## config.mk

```make
export PLATFORM = sky130hd
export DESIGN_NAME = canbus_tx_scheduler
export DESIGN_NICKNAME = d
export VERILOG_FILES = /design/src/rtl/canbus_pkg.sv /design/src/rtl/canbus_sched_pick.sv /design/src/rtl/canbus_tx_scheduler.sv
export SDC_FILE = /design/constraint.sdc
export NUM_CORES = 1
export LEC_CHECK = 0
export ABC_AREA = 1
export ABC_CLOCK_PERIOD_IN_PS = 7450
export BUFFER_PORTS_ARGS = -buffer_cell sky130_fd_sc_hd__buf_2
export CORE_MARGIN = 2
export CORE_UTILIZATION = 45
export DETAILED_ROUTE_END_ITERATION = 6
export HOLD_SLACK_MARGIN = 0.12
export PLACE_DENSITY = 0.71
export RECOVER_POWER = 50
export SLEW_MARGIN = 20
export SYNTH_ARGS = -nofsm -noshare
export SYNTH_HDL_FRONTEND = slang
export SYNTH_HIERARCHICAL = 1
export SYNTH_SLANG_ARGS = --single-unit
```

## constraint.sdc

```tcl
create_clock -name clk -period 7.45 [get_ports clk]
set_input_delay 1.49 -clock clk [delete_from_list [all_inputs] [get_ports clk]]
set_output_delay 1.49 -clock clk [all_outputs]
set_load 0.02 [all_outputs]
```

## src/rtl/canbus_pkg.sv

```systemverilog
// Shared types and constants for the CAN transmit scheduler.
package canbus_pkg;
    localparam int ID_W        = 11;
    localparam int CAN_MAX_DLC = 8;

    typedef enum logic [2:0] {
        IDLE,
        ARB,
        LAUNCH,
        WAIT,
        GAP
    } sched_state_t;
endpackage

```

## src/rtl/canbus_sched_pick.sv

```systemverilog
// Combinational picker: pending mailbox with the lowest CAN ID, ties to the lowest index.
module canbus_sched_pick
    import canbus_pkg::*;
#(
    parameter int NUM_MB = 4
) (
    input  logic [NUM_MB-1:0]      pend,
    input  logic [NUM_MB*ID_W-1:0] mb_id,
    output logic [2:0]             win_idx,
    output logic                   win_valid
);
    logic [ID_W-1:0] best_id;

    // Strict less-than keeps the earlier (lower) index on equal IDs.
    always_comb begin
        win_idx   = '0;
        win_valid = 1'b0;
        best_id   = '1;
        for (int i = 0; i < NUM_MB; i++) begin
            if (pend[i] && (!win_valid || (mb_id[i*ID_W +: ID_W] < best_id))) begin
                win_valid = 1'b1;
                win_idx   = 3'(i);
                best_id   = mb_id[i*ID_W +: ID_W];
            end
        end
    end
endmodule

```

## src/rtl/canbus_tx_scheduler.sv

```systemverilog
// Shares one CAN frame transmitter between NUM_MB mailboxes: ID arbitration,
// nACK/timeout retries and inter-frame spacing.
module canbus_tx_scheduler
    import canbus_pkg::*;
#(
    parameter int NUM_MB        = 4,
    parameter int DATA_BITS     = 32,
    parameter int MAX_RETRY     = 3,
    parameter int IFS_TICKS     = 11,
    parameter int TIMEOUT_TICKS = 200
) (
    input  logic                        clk,
    input  logic                        rst_n,
    input  logic                        tick,
    input  logic                        enable,
    input  logic [NUM_MB-1:0]           mb_req,
    input  logic [NUM_MB*ID_W-1:0]      mb_id,
    input  logic [NUM_MB*DATA_BITS-1:0] mb_data,
    output logic [NUM_MB-1:0]           mb_done,
    output logic [NUM_MB-1:0]           mb_err,
    output logic                        frm_start,
    output logic [ID_W-1:0]             frm_id,
    output logic [DATA_BITS-1:0]        frm_data,
    input  logic                        frm_done,
    input  logic                        frm_acked,
    output logic [2:0]                  active_mb,
    output logic [7:0]                  retry_cnt
);
    localparam int CNT_W = 16;

    sched_state_t         state;
    logic [NUM_MB-1:0]    pend;
    logic [CNT_W-1:0]     tmo_cnt;
    logic [CNT_W-1:0]     gap_cnt;
    logic [CNT_W-1:0]     gap_next;
    logic [7:0]           attempts;
    logic                 retry_pend;
    logic [2:0]           win_idx;
    logic                 win_valid;
    logic [ID_W-1:0]      sel_id;
    logic [DATA_BITS-1:0] sel_data;
    logic                 attempt_end;
    logic                 attempt_ok;
    logic                 give_up;
    logic [NUM_MB-1:0]    active_oh;
    logic [NUM_MB-1:0]    finish_mask;

    canbus_sched_pick #(.NUM_MB(NUM_MB)) u_pick (
        .pend      (pend),
        .mb_id     (mb_id),
        .win_idx   (win_idx),
        .win_valid (win_valid)
    );

    always_comb begin
        sel_id   = '0;
        sel_data = '0;
        for (int i = 0; i < NUM_MB; i++) begin
            if (win_idx == 3'(i)) begin
                sel_id   = mb_id[i*ID_W +: ID_W];
                sel_data = mb_data[i*DATA_BITS +: DATA_BITS];
            end
        end
    end

    // A timeout is a nACK attempt; a real frm_done in the same clk decides the outcome.
    always_comb begin
        attempt_end = (state == WAIT) &&
                      (frm_done || (tick && (tmo_cnt >= CNT_W'(TIMEOUT_TICKS - 1))));
        attempt_ok  = (state == WAIT) && frm_done && frm_acked;
        give_up     = attempt_end && !attempt_ok && (attempts >= 8'(MAX_RETRY));
        gap_next    = gap_cnt + CNT_W'(tick);
        for (int i = 0; i < NUM_MB; i++) begin
            active_oh[i] = (active_mb == 3'(i));
        end
        finish_mask = (attempt_ok || give_up) ? active_oh : '0;
    end

    always_ff @(posedge clk or negedge rst_n) begin
        if (!rst_n) begin
            state      <= IDLE;
            pend       <= '0;
            tmo_cnt    <= '0;
            gap_cnt    <= '0;
            attempts   <= '0;
            retry_pend <= 1'b0;
            mb_done    <= '0;
            mb_err     <= '0;
            frm_start  <= 1'b0;
            frm_id     <= '0;
            frm_data   <= '0;
            active_mb  <= '0;
            retry_cnt  <= '0;
        end else begin
            pend      <= (pend | mb_req) & ~finish_mask;
            mb_done   <= '0;
            mb_err    <= '0;
            frm_start <= 1'b0;
            case (state)
                IDLE: begin
                    if (enable && (pend != '0)) state <= ARB;
                end
                ARB: begin
                    if (win_valid) begin
                        active_mb <= win_idx;
                        frm_id    <= sel_id;
                        frm_data  <= sel_data;
                        attempts  <= '0;
                        frm_start <= 1'b1;
                        state     <= LAUNCH;
                    end else begin
                        state <= IDLE;
                    end
                end
                LAUNCH: begin
                    tmo_cnt <= CNT_W'(tick);
                    state   <= WAIT;
                end
                WAIT: begin
                    if (attempt_end) begin
                        gap_cnt <= CNT_W'(tick);
                        state   <= GAP;
                        if (attempt_ok) begin
                            mb_done <= finish_mask;
                        end else if (give_up) begin
                            mb_err <= finish_mask;
                        end else begin
                            attempts   <= attempts + 8'd1;
                            retry_pend <= 1'b1;
                            if (retry_cnt != 8'hFF) retry_cnt <= retry_cnt + 8'd1;
                        end
                    end else if (tick) begin
                        tmo_cnt <= tmo_cnt + CNT_W'(1);
                    end
                end
                GAP: begin
                    // A pending retry keeps the bus without re-arbitration.
                    if (gap_next >= CNT_W'(IFS_TICKS)) begin
                        retry_pend <= 1'b0;
                        if (retry_pend && enable) begin
                            frm_start <= 1'b1;
                            state     <= LAUNCH;
                        end else begin
                            state <= IDLE;
                        end
                    end else begin
                        gap_cnt <= gap_next;
                    end
                end
                default: state <= IDLE;
            endcase
        end
    end
endmodule

```

Word-level counts from Yosys, hierarchy flattened

Cells that the tools add are included.
W data, S select, Z words.

Register bits: 111
Output and inout bits: 63
Logic and storage cells: 134

Add/sub/neg operators: 4
$lt $le $gt $ge: 6
Equality and inequality tests: 20
Mux-type cells: 52
Bitwise operators: 5
Reductions and logical operators: 34

Operators by type and width:

| cell                    | count |
|---|---|
| $mux W32                | 4 |
| $mux W11                | 7 |
| $mux W16                | 4 |
| $pmux W16 S2            | 2 |
| $lt A11 B11 Y1          | 3 |
| $mux W4                 | 8 |
| $mux W8                 | 4 |
| $eq A3 B2 Y1 const B    | 6 |
| $add A16 B1 Y16         | 1 |
| $add A16 B1 Y16 const B | 1 |
| $add A8 B1 Y8 const B   | 2 |
| $ge A16 B4 Y1 const B   | 1 |
| $ge A16 B8 Y1 const B   | 1 |
| $ne A2 B2 Y1 const B    | 8 |
| $pmux W8 S2             | 1 |
| $pmux W3 S5             | 1 |
| $reduce_and A5 Y1       | 3 |
| $mux W1                 | 12 |
| $logic_and A1 B1 Y1     | 11 |
| $eq A3 B1 Y1 const B    | 3 |
| $logic_not A3 Y1        | 3 |
| $mux W3                 | 3 |
| $reduce_and A3 Y1       | 3 |
| $ge A8 B2 Y1 const B    | 1 |
| 14 further kinds        | 28 |

Depth between registers and ports, before layout

Depth after elaboration: 18
Gate-level depth with buffers: 43
Gate-level depth less buffers: 40

Hierarchy

Netlist, hierarchy kept.

Modules (own cells, without submodules):

| module              | times used | cells each | area each (um2) |
|---|---|---|---|
| canbus_tx_scheduler | 1          | 795        | 5,989.5 |
| canbus_sched_pick   | 1          | 183        | 1,051.0 |

Worst setup path after synthesis

Ideal clock, no wire load.

Path kind: input to register
From: in mb_id[8]
To: reg frm_data[10]
Setup time: 0.082 ns
Arrival: 6.126 ns
Data required time: 7.368 ns
Path slack: 1.242 ns
Stages on the path: 39
Path buffers: 4
Path through: nor2_1 -> ha_1 -> a21oi_1 -> nor2_1 -> nor3_1 -> nand3_1 -> nand2_1 -> nand2_2 -> clkbuf_1 -> nand2_1 -> o21ai_0 -> ha_1 -> a21oi_1 -> nor2_1 -> a211oi_1 -> o221a_2 -> nand2_1 -> nand2_2 -> [... 3 more ...] -> o21ai_0 -> ha_1 -> a21oi_1 -> nor2_1 -> a211oi_1 -> o221a_2 -> nand2_1 -> nand2_1 -> nand2_1 -> nand2_1 -> inv_1 -> clkbuf_1 -> nor3_2 -> clkbuf_1 -> nand2_1 -> nand3_1 -> o21ai_0 -> a31oi_1

Word-level cells in the longest chain between the ends: 18

RTL lines:

| what                                                      | RTL line                   | source |
|---|---|---|
| start, declared                                           | canbus_tx_scheduler.sv:17  | `input logic [NUM_MB*ID_W-1:0] mb_id,` |
| $mux W11 *                                                | canbus_sched_pick.sv:20    | `if (pend[i] && (!win_valid \|\| (mb_id[i*ID_W +: ID_W] < best_id))) begin` |
| $lt A11 B11 Y1                                            | canbus_sched_pick.sv:20    |  |
| $logic_or A1 B1 Y1                                        | canbus_sched_pick.sv:20    |  |
| $logic_and A1 B1 Y1                                       | canbus_sched_pick.sv:20    |  |
| $mux W11 / $mux W1 (equally long branches)                | canbus_sched_pick.sv:20    |  |
| $lt A11 B11 Y1 / $logic_not A1 Y1 (equally long branches) | canbus_sched_pick.sv:20    |  |
| $logic_or A1 B1 Y1                                        | canbus_sched_pick.sv:20    |  |
| $logic_and A1 B1 Y1                                       | canbus_sched_pick.sv:20    |  |
| $mux W11 / $mux W1 (equally long branches)                | canbus_sched_pick.sv:20    |  |
| $lt A11 B11 Y1 / $logic_not A1 Y1 (equally long branches) | canbus_sched_pick.sv:20    |  |
| $logic_or A1 B1 Y1                                        | canbus_sched_pick.sv:20    |  |
| $logic_and A1 B1 Y1                                       | canbus_sched_pick.sv:20    |  |
| $mux W2 *                                                 | canbus_sched_pick.sv:20    |  |
| net win_idx[0]                                            | canbus_tx_scheduler.sv:38  | `logic [2:0] win_idx;` |
| $logic_not A3 Y1                                          | canbus_tx_scheduler.sv:59  | `if (win_idx == 3'(i)) begin` |
| $mux W32 (3 in series)                                    | canbus_tx_scheduler.sv:59  |  |
| $mux W32 *                                                | canbus_tx_scheduler.sv:59  |  |
| end signal, assigned                                      | canbus_tx_scheduler.sv:107 | `frm_data <= sel_data;` |
| end, declared                                             | canbus_tx_scheduler.sv:23  | `output logic [DATA_BITS-1:0] frm_data,` |

The timed path passes the listed nets; every way through them passes the cells marked *.
A chain may end at the register's enable or synchronous reset.

Worst setup path after layout

From: in mb_id[6]
To: reg frm_data[17]

Same word-level chain as after synthesis.

==> impl_metrics.py <==
metrics = {
    "min_path": {
        "worstHoldEndpoint": "retry_pend$_DFFE_PN0P_",
        "min_path_cells": 2,
        "hold_start": "retry_pend$_DFFE_PN0P_",
        "hp-class": "flip-flop to flip-flop",
    },
    "timing": {
        "skew_ns": 0.00910,
        "finalSetupTns_ns": 0,
        "maxSlewHeadroom_pct": -172,
        "period_minus_slack_ns": 6.56,
        "worstMarginPinSlew_ns": 4.07,
        "slew_violations": 75,
        "rsz0062_at_grt": "no",
        "fmax_ghz": 0.152,
        "hold_viol": 0,
        "setup_violations": 0,
        "finalCritPeriodShare_pct": 88.1,
    },
    "power_and_ir_drop": {
        "total_power_w": 0.00307,
        "p_per_area_nw_per_um2": 354,
        "ir_drop_mv": 0.159,
        "leakagePower_nw": 4.24,
    },
    "detailed_routing": {
        "post_drt_wl_per_cell_um": 15.8,
        "drtIter0Drc": 561,
        "routed-via-count": 7415,
        "highest-signal-layer": "met5",
        "m1WireLength_mm": 9.88,
        "vias_per_cell": 5.26,
        "drc_errors": 0,
        "wl_met3_mm": 1.49,
        "ant_nets": 0,
        "wl_mm": 22.2,
        "wl_met2_mm": 10.6,
        "dr.pass1.iters": 5,
    },
    "setup_path": {
        "reg2reg_from": "pend[0]$_DFF_PN0_",
        "required_ns": 7.72,
        "path_max_fanout": 38,
        "arrival_ns": 6.83,
        "crit_type": "primary input to flip-flop",
        "timing.rr.end": "frm_data[17]$_DFFE_PN0P_",
        "cp_slowest_cell": "nand3_2",
        "r2r_cells": 35,
        "r2r_slack_ns": 1.09,
        "worstSetupStartpointType": "primary input",
        "critPathMaxStageDelay_ns": 0.40,
        "critical_path.endpoint_type": "flip-flop",
        "cp_common_cell": "nand2_1",
    },
    "logic_synthesis": {
        "syn_avg_cell_area_um2": 7.20,
        "synthSimpleGateAreaFrac_pct": 33.6,
        "synth_nets": 1194,
        "synth-seq-area-share_pct": 39.5,
        "syn_inst": 978,
        "yosys.area_share.adder_pct": 6.04,
        "synth_compound_area_share_pct": 12.2,
        "synth.distinct_cells": 38,
        "async_flop_share_pct": 100,
        "synth_top_family_by_area": "simple AND/OR/NAND/NOR gates",
        "synth_area_um2": 7040,
        "synth_xor_xnor_area_share_pct": 1.49,
        "ys_ff_latch": 111,
        "muxShareOfSynthArea_pct": 0,
        "synth-edff-count": 0,
        "synth-main-ff-cell": "dfrtp_1",
        "yosysWarnings": 6,
    },
    "global_routing": {
        "grt_pass1_wl_mm": 34.3,
        "grt_max_degree": 87,
        "grt-ovfl-total": 0,
        "grt_pass1_vias": 6779,
        "antenna_found_initial": 1,
        "grtUsageTotal_pct": 26.1,
    },
    "outcome": {
        "violations": "max-capacitance violations, max-slew violations",
        "run_status": "finished, violations left",
    },
    "cts": {
        "postCtsSetupBuffers": 0,
        "numCtsBuffers": 9,
        "clock_path_buffers": 2,
        "cts_tree": "built",
        "ctsHtreeMaxLevel": 3,
        "ctsResizeCount": 0,
        "path_clk_slew_ns": 0.08,
        "clock-sinks": 111,
        "clk_latency_ns": 0.35,
        "postCtsHoldBufs": 0,
        "clockRootBuffer": "clkbuf_16",
    },
    "layout": {
        "fillers": 1524,
        "synthToLayoutAreaGrowth_pct": 23.3,
        "final_nets": 1410,
        "drive_gt1_share_pct": 20.1,
        "regArea_um2": 2780,
        "antenna_cells": 0,
        "final_common_cell": "nand2_1",
        "multi_input_area_um2": 3770,
        "layout_common_cells": "207 x nand2_1, 188 x buf_2, 166 x nand3_1, 120 x nor2_1, 111 x dfrtp_1",
    },
    "floorplanning": {
        "row_count": 45,
        "start_util_pct": 46.1,
        "core_region_area_um2": 15300,
        "io_pins": 245,
        "die_area_um2": 16700,
        "die_h_um": 129,
        "dieWidth_um": 129,
    },
    "place": {
        "io_buffer_count": 244,
        "gp_congestion": 0.888,
        "post-dp-hpwl_mm": 16.9,
    },
    "run": {
        "maxCapViolCount": 1,
    },
}
worst max-delay path: cells and delay by family:
kind / cells / cell delay, ns
adders and majority gates: 3 / 0.89
and+or+nand+nor: 21 / 2.28
AOI/OAI and AO/OA: 9 / 1.49
buffers and inverters: 4 / 0.68
report_power, final:
group	switching (W)	internal [W]
combinational	0.00110	0.000516
sequential	0.000143	0.000796
clock	0.000246	0.000272
total	0.00149	0.00158
layout make-up:
cell class,count,area share [%]
Sequential cell,111,32.0
Tap cell,211,3.04
Multi-Input combinational cell,739,43.5
Clock buffer,10,2.64
Timing Repair Buffer,254,14.4
Clock inverter,6,1.01
Inverter,79,3.42
synthesized netlist by cell type, types with 4 or more instances:
library cell	instances	share of area (%)
a21oi_1	16	1.1
o21ai_0	78	5.5
nor3_1	9	0.64
o22ai_1	4	0.36
ha_1	34	6.0
a31oi_1	44	3.9
nor2_1	121	6.5
nand4_1	10	0.89
buf_2	6	0.43
nand3_1	166	12
dfrtp_1	111	39
buf_1	8	0.43
nor2_2	7	0.62
inv_1	75	4.0
nand2_1	208	11
xor2_1	9	1.1
clkbuf_1	32	1.7
how the worst max path moves through the flow:
stage	endpoint	from	slack, ns
global route	frm_id[6]$_DFFE_PN0P_	mb_id[8]	0.40
finish	frm_data[17]$_DFFE_PN0P_	mb_id[6]	0.89
global placement	frm_id[6]$_DFFE_PN0P_	mb_id[8]	0.71
floorplan	frm_data[10]$_DFFE_PN0P_	mb_id[8]	1.24
detailed placement	frm_id[6]$_DFFE_PN0P_	mb_id[8]	0.60
CTS	frm_id[6]$_DFFE_PN0P_	mb_id[6]	0.96
registers in the layout (all words and copies together) (netlist names):
register,cells
pend,4
state,3
retry_pend,1
frm_start,1
mb_done,4
attempts,8
gap_cnt,16
active_mb,3
tmo_cnt,16
retry_cnt,8
frm_id,11
frm_data,32
mb_err,4
cell families (layout without fill, tap and decap cells):
family,count (synthesis),count (layout)
flops,111,111
simple gates,539,539
xor+xnor,12,12
buf+inv,128,349
other cells,1,1
fa+ha+maj,34,34
compound gates,153,153
metal layers:
layer | vias to the layer above | track usage, %
met4 | 2 | 5.63
met1 | 3432 | 36.9
met5 | - | 0
li1 | 3727 | -
met2 | 238 | 41.9
met3 | 16 | 5.08
per-stage QoR:
step | setup WS (ns) | instances | hold slack (ns) | cell area [um2] | util [%]
after global placement | 0.708 | 1394 | 0.460 | 8440 | 55.3
after detailed placement | 0.603 | 1394 | 0.461 | 8440 | 55.3
after CTS | 0.964 | 1410 | 0.479 | 8760 | 57.4
after floorplan | 1.24 | 978 | 0.442 | 7040 | -
final | 0.888 | 1410 | 0.484 | 8680 | 56.9
after global routing | 0.398 | 1410 | 0.515 | 8680 | 56.9
(Power assumes the default switching activity.)
